==> src/rtl/mem_arb_pkg.sv <==
// Shared types and default widths for the CPU/DMA memory arbiter.
package mem_arb_pkg;

    typedef enum logic [1:0] {
        O_NONE = 2'd0,
        O_CPU  = 2'd1,
        O_DMA  = 2'd2
    } owner_e;

    localparam int DEF_ADDR_W = 8;
    localparam int DEF_DATA_W = 8;
    localparam int WAIT_W     = 4;

endpackage

==> src/rtl/mem_arb_wait_ctr.sv <==
// Saturating DMA wait counter; sat flags that DMA has waited MAX_WAIT cycles.
module mem_arb_wait_ctr
    import mem_arb_pkg::*;
#(
    parameter int MAX_WAIT = 4
) (
    input  logic CLK,
    input  logic RESET_N,
    input  logic inc,
    input  logic clr,
    output logic sat
);

    localparam logic [WAIT_W-1:0] LIMIT = WAIT_W'(MAX_WAIT);

    logic [WAIT_W-1:0] count;

    // NOTE: sequential state uses non-blocking assignments so every flop samples pre-edge values.
    always_ff @(posedge CLK or negedge RESET_N) begin
        if (!RESET_N) begin
            count <= '0;
        end else if (clr) begin
            count <= '0;
        end else if (inc && (count != LIMIT)) begin
            count <= count + 1'b1;
        end
    end

    // Held at LIMIT while a CPU lock keeps DMA out, so the forced grant fires on release.
    assign sat = (count == LIMIT);

endmodule

==> src/rtl/mem_arbiter.sv <==
// Two-port (CPU, DMA) single-memory arbiter with CPU priority, DMA starvation
// guard, CPU atomic lock and a one-cycle read response path.
module mem_arbiter
    import mem_arb_pkg::*;
#(
    parameter int ADDR_W   = DEF_ADDR_W,
    parameter int DATA_W   = DEF_DATA_W,
    parameter int MAX_WAIT = 4
) (
    input  logic              CLK,
    input  logic              RESET_N,

    input  logic              CPU_REQ,
    input  logic              CPU_WE,
    input  logic [ADDR_W-1:0] CPU_ADDR,
    input  logic [DATA_W-1:0] CPU_WDATA,
    input  logic              CPU_LOCK,
    output logic              CPU_GNT,
    output logic              CPU_RVALID,
    output logic [DATA_W-1:0] CPU_RDATA,

    input  logic              DMA_REQ,
    input  logic              DMA_WE,
    input  logic [ADDR_W-1:0] DMA_ADDR,
    input  logic [DATA_W-1:0] DMA_WDATA,
    output logic              DMA_GNT,
    output logic              DMA_RVALID,
    output logic [DATA_W-1:0] DMA_RDATA,

    output logic              MEM_EN,
    output logic              MEM_WE,
    output logic [ADDR_W-1:0] MEM_ADDR,
    output logic [DATA_W-1:0] MEM_WDATA,
    input  logic [DATA_W-1:0] MEM_RDATA,

    output logic [1:0]        OWNER
);

    logic   cpu_gnt;
    logic   dma_gnt;
    logic   dma_sat;
    owner_e owner_q;

    mem_arb_wait_ctr #(
        .MAX_WAIT (MAX_WAIT)
    ) u_wait_ctr (
        .CLK     (CLK),
        .RESET_N (RESET_N),
        .inc     (DMA_REQ & ~dma_gnt),
        .clr     (~DMA_REQ | dma_gnt),
        .sat     (dma_sat)
    );

    // Grants are gated by RESET_N so nothing is issued while reset is held.
    // NOTE: every always_comb output gets a default first so no latch is inferred.
    always_comb begin
        cpu_gnt = 1'b0;
        dma_gnt = 1'b0;
        if (RESET_N) begin
            if (CPU_REQ && CPU_LOCK) begin
                cpu_gnt = 1'b1;
            end else if (DMA_REQ && dma_sat) begin
                dma_gnt = 1'b1;
            end else if (CPU_REQ) begin
                cpu_gnt = 1'b1;
            end else if (DMA_REQ) begin
                dma_gnt = 1'b1;
            end
        end
    end

    always_comb begin
        MEM_EN    = 1'b0;
        MEM_WE    = 1'b0;
        MEM_ADDR  = '0;
        MEM_WDATA = '0;
        if (cpu_gnt) begin
            MEM_EN    = 1'b1;
            MEM_WE    = CPU_WE;
            MEM_ADDR  = CPU_ADDR;
            MEM_WDATA = CPU_WDATA;
        end else if (dma_gnt) begin
            MEM_EN    = 1'b1;
            MEM_WE    = DMA_WE;
            MEM_ADDR  = DMA_ADDR;
            MEM_WDATA = DMA_WDATA;
        end
    end

    // Owner of the read issued last cycle; writes return nothing so they leave O_NONE.
    always_ff @(posedge CLK or negedge RESET_N) begin
        if (!RESET_N) begin
            owner_q <= O_NONE;
        end else if (cpu_gnt && !CPU_WE) begin
            owner_q <= O_CPU;
        end else if (dma_gnt && !DMA_WE) begin
            owner_q <= O_DMA;
        end else begin
            owner_q <= O_NONE;
        end
    end

    assign CPU_GNT    = cpu_gnt;
    assign DMA_GNT    = dma_gnt;
    assign OWNER      = owner_q;
    assign CPU_RVALID = (owner_q == O_CPU);
    assign DMA_RVALID = (owner_q == O_DMA);
    assign CPU_RDATA  = CPU_RVALID ? MEM_RDATA : '0;
    assign DMA_RDATA  = DMA_RVALID ? MEM_RDATA : '0;

endmodule
==> config.mk <==
export PLATFORM = sky130hd
export DESIGN_NAME = mem_arbiter
export DESIGN_NICKNAME = d
export VERILOG_FILES = /design/src/rtl/mem_arb_pkg.sv /design/src/rtl/mem_arb_wait_ctr.sv /design/src/rtl/mem_arbiter.sv
export SDC_FILE = /design/constraint.sdc
export NUM_CORES = 1
export LEC_CHECK = 0
export CORE_MARGIN = 3
export CORE_UTILIZATION = 23
export CTS_BUF_LIST = sky130_fd_sc_hd__clkbuf_8
export DETAILED_ROUTE_END_ITERATION = 6
export GPL_TIMING_DRIVEN = 0
export PLACE_DENSITY = 0.82
export SKIP_CTS_REPAIR_TIMING = 1
export SLEW_MARGIN = 30
export SYNTH_ARGS = -nofsm -noshare
export SYNTH_HDL_FRONTEND = slang
export SYNTH_HIERARCHICAL = 1
export SYNTH_SLANG_ARGS = --single-unit
==> constraint.sdc <==
create_clock -name CLK -period 1.85 [get_ports CLK]
set_clock_uncertainty 0.05 [all_clocks]
set_input_delay 0.37 -clock CLK [delete_from_list [all_inputs] [get_ports CLK]]
set_output_delay 0.37 -clock CLK [all_outputs]
set_load 0.005 [all_outputs]
==> flow_metrics.py, run 1 <==
metrics = {
    "detailed_routing": {
        "drt_iter0_markers": 37,
        "ant_nets": 0,
        "drc": 0,
        "dr.pass1.iters": 4,
        "via_per_inst": 4.93,
        "drt_wl_total_um": 3660,
        "wl_per_cell_um": 16.6,
        "vias": 1084,
    },
    "cts": {
        "cts_max_level": 1,
        "clk_latency_ps": 220,
        "clk_pin_slew_ps": 40,
        "numCtsBuffers": 3,
        "cts_tree": "yes",
        "cts_num_sinks": 6,
        "cts_root_buffer": "clkbuf_8",
        "clockBufferDepth": 2,
    },
    "pwr": {
        "power_density_nw_per_um2": 333,
        "ir_worst_vdd_v": 0.000471,
        "power_leakage_nw": 1.25,
    },
    "min_path": {
        "hp-class": "primary input to async pin",
    },
    "sta": {
        "setup_violations": 23,
        "worst_pin_slew_ps": 371,
        "finalHoldViolations": 6,
        "fin_crit_ps": 2370,
        "post-route-period-util_pct": 128,
        "holdWs_ps": -4.45,
        "final_max_slew_viol_count": 0,
        "maxSlewHeadroom_pct": 75.2,
        "setup_slack_ps": -516,
        "rsz0062_at_grt": "true",
        "max_freq_ghz": 0.423,
    },
    "die": {
        "ios": 87,
        "initial_core_util_pct": 25.6,
        "num_rows": 18,
        "core_area_um2": 2610,
        "die_y_um": 59.9,
        "dieArea_um2": 3590,
        "die_x_um": 59.9,
    },
    "critical_path": {
        "worstPathMaxFanout": 6,
        "crit_type": "flip-flop to output pin",
        "crit_path_end_kind": "output pin",
        "required_ps": 1430,
        "crit_arrival_ps": 1950,
        "critPathLaunchType": "flip-flop",
    },
    "placement": {
        "pre_cts_ws_ps": -855,
        "gp_congestion": 0.734,
        "portBuffers": 86,
        "dpl.hpwl_um": 2590,
    },
    "run_status": {
        "violations": "hold timing, setup timing",
        "status": "finished with violations",
    },
    "global_routing": {
        "overflow": 0,
        "gr-usage-all-layers_pct": 16.1,
        "grt_pass1_wl_um": 4390,
        "grt_max_degree": 11,
        "antenna_found_initial": 0,
        "grt_pass1_vias": 1011,
    },
    "layout": {
        "fin_nets": 241,
        "mostFrequentLayoutCells": "clkdlybuf4s50_1, dlymetal6s2s_1, a22o_1, buf_4, and2_1",
        "drive_above_1_share_pct": 32.1,
        "n_antenna_cell": 0,
        "final_common_cell": "clkdlybuf4s50_1",
        "syn_to_final_growth_pct": 183,
    },
    "synthesis": {
        "syn_inst": 78,
        "ys_ff_latch": 6,
        "syn_area_per_cell_um2": 8.57,
        "ys_types": 24,
        "netlist_area_um2": 668,
        "syn-num-nets": 127,
        "yosysWarnings": 6,
        "synth_seq_area_share_pct": 22.5,
    },
    "run": {
        "drv_cap": 0,
    },
}
path summary, 6_finish.rpt:
kind,cells past startpoint,end,slack (ps),startpoint
worst max-delay path,11,MEM_ADDR[7],-520,u_wait_ctr/count[0]$_DFFE_PN0P_
worst min-delay path,1,u_wait_ctr/count[1]$_DFFE_PN0P_,-4,RESET_N
worst max register to register,10,u_wait_ctr/count[3]$_DFFE_PN0P_,-160,u_wait_ctr/count[1]$_DFFE_PN0P_
worst min register to register,2,u_wait_ctr/count[3]$_DFFE_PN0P_,520,u_wait_ctr/count[3]$_DFFE_PN0P_
max in group asynchronous,1,u_wait_ctr/count[2]$_DFFE_PN0P_,1490,RESET_N
min in group CLK,2,u_wait_ctr/count[3]$_DFFE_PN0P_,520,u_wait_ctr/count[3]$_DFFE_PN0P_
kinds of logic after synthesis:
kind of cell | synth area share [%]
simple gates | 33.1
compound gates | 31.1
buf+inv | 9.55
flops | 22.5
fa+ha+maj | 3.74
flip-flops by register name, summed over array words and instances (netlist names):
signal / cells
u_wait_ctr/count: 4
OWNER: 2
report_power, final:
part	total, W	switching, W	internal [W]
Sequential	0.000141	0.00000442	0.000136
Clock	0.000192	0.0000525	0.000139
Combinational	0.000298	0.0000988	0.000199
layer usage:
layer  GRT usage (%)  wire length, um
met4            2.85               55
met1            15.2             1160
met3            5.18              389
met5               0                0
met2            33.0             2050
cells in the mapped netlist:
| master | n | area share (%) |
|---|---|---|
| a21o_2 | 2 | 2.6 |
| a21oi_1 | 4 | 3.0 |
| a21oi_2 | 1 | 1.3 |
| a22o_1 | 17 | 22 |
| a31oi_2 | 1 | 1.9 |
| and2_1 | 16 | 15 |
| and2b_1 | 3 | 3.4 |
| buf_4 | 1 | 1.1 |
| buf_6 | 3 | 5.1 |
| clkbuf_1 | 2 | 1.1 |
| dfrtp_1 | 6 | 22 |
| ha_1 | 2 | 3.7 |
| inv_1 | 3 | 1.7 |
| inv_2 | 1 | 0.56 |
| nand2_1 | 3 | 1.7 |
| nand2b_1 | 2 | 1.9 |
| nand3_1 | 3 | 2.2 |
| nand3b_4 | 1 | 3.0 |
| nand4_1 | 1 | 0.94 |
| nor2_1 | 1 | 0.56 |
| nor2b_1 | 2 | 1.9 |
| nor3_1 | 1 | 0.75 |
| or2_2 | 1 | 0.94 |
| or3_1 | 1 | 0.94 |
per-stage QoR:
stage / TNS [ps] / std cells / area (um2) / util, % / power, W
after global routing: -10310 / 220 / 1890 / 72.4 / 0.000668
after global placement: -16110 / 194 / 1570 / 60.1 / 0.000402
after floorplan: 0 / 78 / 672 / - / 0.000217
final: -8190 / 220 / 1890 / 72.4 / 0.000630
after CTS: -20600 / 197 / 1610 / 61.7 / 0.000605
after detailed placement: -17980 / 194 / 1570 / 60.1 / 0.000408
area by class of cell:
class                           instances  area (um2)
Multi-Input combinational cell         62         514
Tap cell                               30        37.5
Fill cell                             167         722
Inverter                                4        17.5
Sequential cell                         6         150
Buffer                                  6        60.1
Clock buffer                            3        41.3
Timing Repair Buffer                  109        1070
worst max-delay path, cell delays in order (launching register included):
cell and delay, ps:
dfrtp_1 400, inv_2 100, ha_4 140, nand3b_4 90, inv_4 100, nand2b_4 60, a21oi_4 210, buf_4 150
buf_6 90, buf_4 110, a22o_1 140, dlymetal6s2s_1 130
No activity file was read; power rests on OpenSTA's default activity.
==> run 2, diff against run 1 <==
--- a/config.mk
+++ b/config.mk
@@ -5,7 +5,6 @@
 export SDC_FILE = /design/constraint.sdc
 export NUM_CORES = 1
 export LEC_CHECK = 0
-export CORE_MARGIN = 3
 export CORE_UTILIZATION = 23
 export CTS_BUF_LIST = sky130_fd_sc_hd__clkbuf_8
 export DETAILED_ROUTE_END_ITERATION = 6
==> run 2 against run 1 <==
Net effect:
- the flow still finishes with violations (hold timing, setup timing)
- wire length is 5.3% lower
- core utilization fell by 2.9 points
- sequential share of layout area down 0.10 points
- power is 1.1% higher
- cell count increased by 2.3%
- via count rose by 0.65%
- critical path depth up 1
- combinational power is 1% higher
- die area is 13% lower
- non-clock buffer count grew 4
- largest power group unchanged
==> flow_metrics.py, run 2 (same netlist as run 1, synthesis figures left out) <==
metrics = {
    "sta": {
        "setup_tns_ps": -8290,
        "setup_violations": 23,
        "worst_pin_slew_ps": 360,
        "max_freq_ghz": 0.419,
        "fin_crit_ps": 2380,
        "maxSlewHeadroom_pct": 76.0,
        "setup_slack_ps": -534,
        "finalHoldViolations": 6,
        "post-route-period-util_pct": 129,
        "final_max_slew_viol_count": 0,
        "holdWs_ps": -9.70,
        "rsz0062_at_grt": "true",
    },
    "die": {
        "die_y_um": 55.9,
        "dieArea_um2": 3120,
        "core_area_um2": 2760,
        "die_x_um": 55.9,
        "num_rows": 19,
        "initial_core_util_pct": 24.2,
        "ios": 87,
    },
    "layout": {
        "drive_above_1_share_pct": 35.1,
        "mostFrequentLayoutCells": "clkdlybuf4s50_1, dlymetal6s2s_1, buf_6, a22o_1, and2_1",
        "largest_reg_flops": 4,
        "top_register": "u_wait_ctr/count",
        "fin_nets": 245,
        "syn_to_final_growth_pct": 187,
        "final_common_cell": "clkdlybuf4s50_1",
        "n_antenna_cell": 0,
    },
    "critical_path": {
        "crit_type": "flip-flop to output pin",
        "crit_path_end_kind": "output pin",
        "required_ps": 1430,
        "crit_path_frequent_cell": "buf_6",
        "path_cells": "inv_2, ha_4, nand3b_4, inv_4, nand2b_4, a21oi_4, buf_6, buf_6, buf_6, buf_6, a22o_1, buf_2",
        "crit_path_top_delay_cell": "dfrtp_1",
        "worstPathMaxFanout": 6,
        "critPathLaunchType": "flip-flop",
        "cpPeakStageDelay_ps": 400,
        "crit_arrival_ps": 1960,
    },
    "global_routing": {
        "grt_pass1_vias": 1013,
        "overflow": 0,
        "grt_max_degree": 11,
        "antenna_found_initial": 0,
        "gr-usage-all-layers_pct": 17.4,
        "grt_pass1_wl_um": 4320,
    },
    "run": {
        "drv_cap": 0,
    },
    "placement": {
        "pre_cts_ws_ps": -814,
        "portBuffers": 86,
        "gp_congestion": 0.766,
        "dpl.hpwl_um": 2320,
    },
    "cts": {
        "cts_tree": "yes",
        "clk_latency_ps": 220,
        "clockBufferDepth": 2,
        "clk_pin_slew_ps": 40,
        "cts_max_level": 1,
        "cts_num_sinks": 6,
        "cts_root_buffer": "clkbuf_8",
        "numCtsBuffers": 3,
    },
    "detailed_routing": {
        "dr.pass1.iters": 4,
        "wl_per_cell_um": 15.4,
        "vias": 1091,
        "drt_wl_total_um": 3470,
        "ant_nets": 0,
        "drt_iter0_markers": 27,
        "via_per_inst": 4.85,
        "drc": 0,
    },
    "pwr": {
        "ir_worst_vdd_v": 0.000309,
        "power_density_nw_per_um2": 333,
        "power_leakage_nw": 1.24,
    },
    "run_status": {
        "status": "finished with violations",
        "violations": "hold timing, setup timing",
    },
    "min_path": {
        "hp-class": "primary input to async pin",
    },
}
==> run 2: changes by cell type in the layout (fill, tap and decap cells not counted), moves of 2 or more <==
cell,delta
dlymetal6s2s_1,-3
buf_4,-2
buf_2,+6
buf_6,+5
clkbuf_2,-3
==> run 2: report_power, final <==
group / internal, W / switching [W] / leakage, nW
sequential: 0.000136 / 0.00000445 / 0.0821
clock: 0.000140 / 0.0000547 / 0.0216
combinational: 0.000203 / 0.0000993 / 1.14
total: 0.000479 / 0.000158 / 1.24
==> run 2: layout make-up <==
type	instances	area (um2)
clock buffer	3	41.3
multi-input combinational	62	509
buffer	6	63.8
inverter	4	17.5
timing repair buffer	113	1090
tap	31	38.8
sequential	6	150
fill	204	842
==> run 2: metal layers <==
metal | GRT usage [%] | routed length (um) | up-vias
li1 | - | - | 513
met3 | 7.21 | 386 | 10
met1 | 15.7 | 1100 | 495
met5 | 0 | 0 | -
met4 | 4.88 | 91 | 0
met2 | 34.8 | 1880 | 73
==> run 2: final timing paths <==
check | start | end | slack (ps) | cells after the start
max | u_wait_ctr/count[0]$_DFFE_PN0P_ | MEM_WDATA[6] | -530 | 12
min | RESET_N | u_wait_ctr/count[3]$_DFFE_PN0P_ | -10 | 1
max reg2reg | u_wait_ctr/count[0]$_DFFE_PN0P_ | u_wait_ctr/count[3]$_DFFE_PN0P_ | -100 | 10
min reg2reg | u_wait_ctr/count[3]$_DFFE_PN0P_ | u_wait_ctr/count[3]$_DFFE_PN0P_ | 510 | 2
max in group asynchronous | RESET_N | OWNER[0]$_DFF_PN0_ | 1500 | 1
min in group CLK | u_wait_ctr/count[3]$_DFFE_PN0P_ | u_wait_ctr/count[3]$_DFFE_PN0P_ | 510 | 2
==> run 2: worst max-delay path: cells and delay by family (launching register included) <==
kind	cells	cell delay (ps)
buffers and inverters	7	710
AOI/OAI and AO/OA	2	330
adders and majority gates	1	140
and+or+nand+nor	2	150
DFF	1	400
==> run 2: through the flow <==
| stage | utilization, % | instance area, um2 | cells | power, W |
|---|---|---|---|---|
| 6_report | 69.5 | 1920 | 225 | 0.000637 |
| 4_1_cts | 58.5 | 1610 | 198 | 0.000605 |
| 3_5_place_dp | 57.0 | 1570 | 195 | 0.000407 |
| 2_1_floorplan | - | 672 | 78 | 0.000217 |
| 3_3_place_gp | 57.0 | 1570 | 195 | 0.000398 |
| 5_1_grt | 69.5 | 1920 | 225 | 0.000672 |
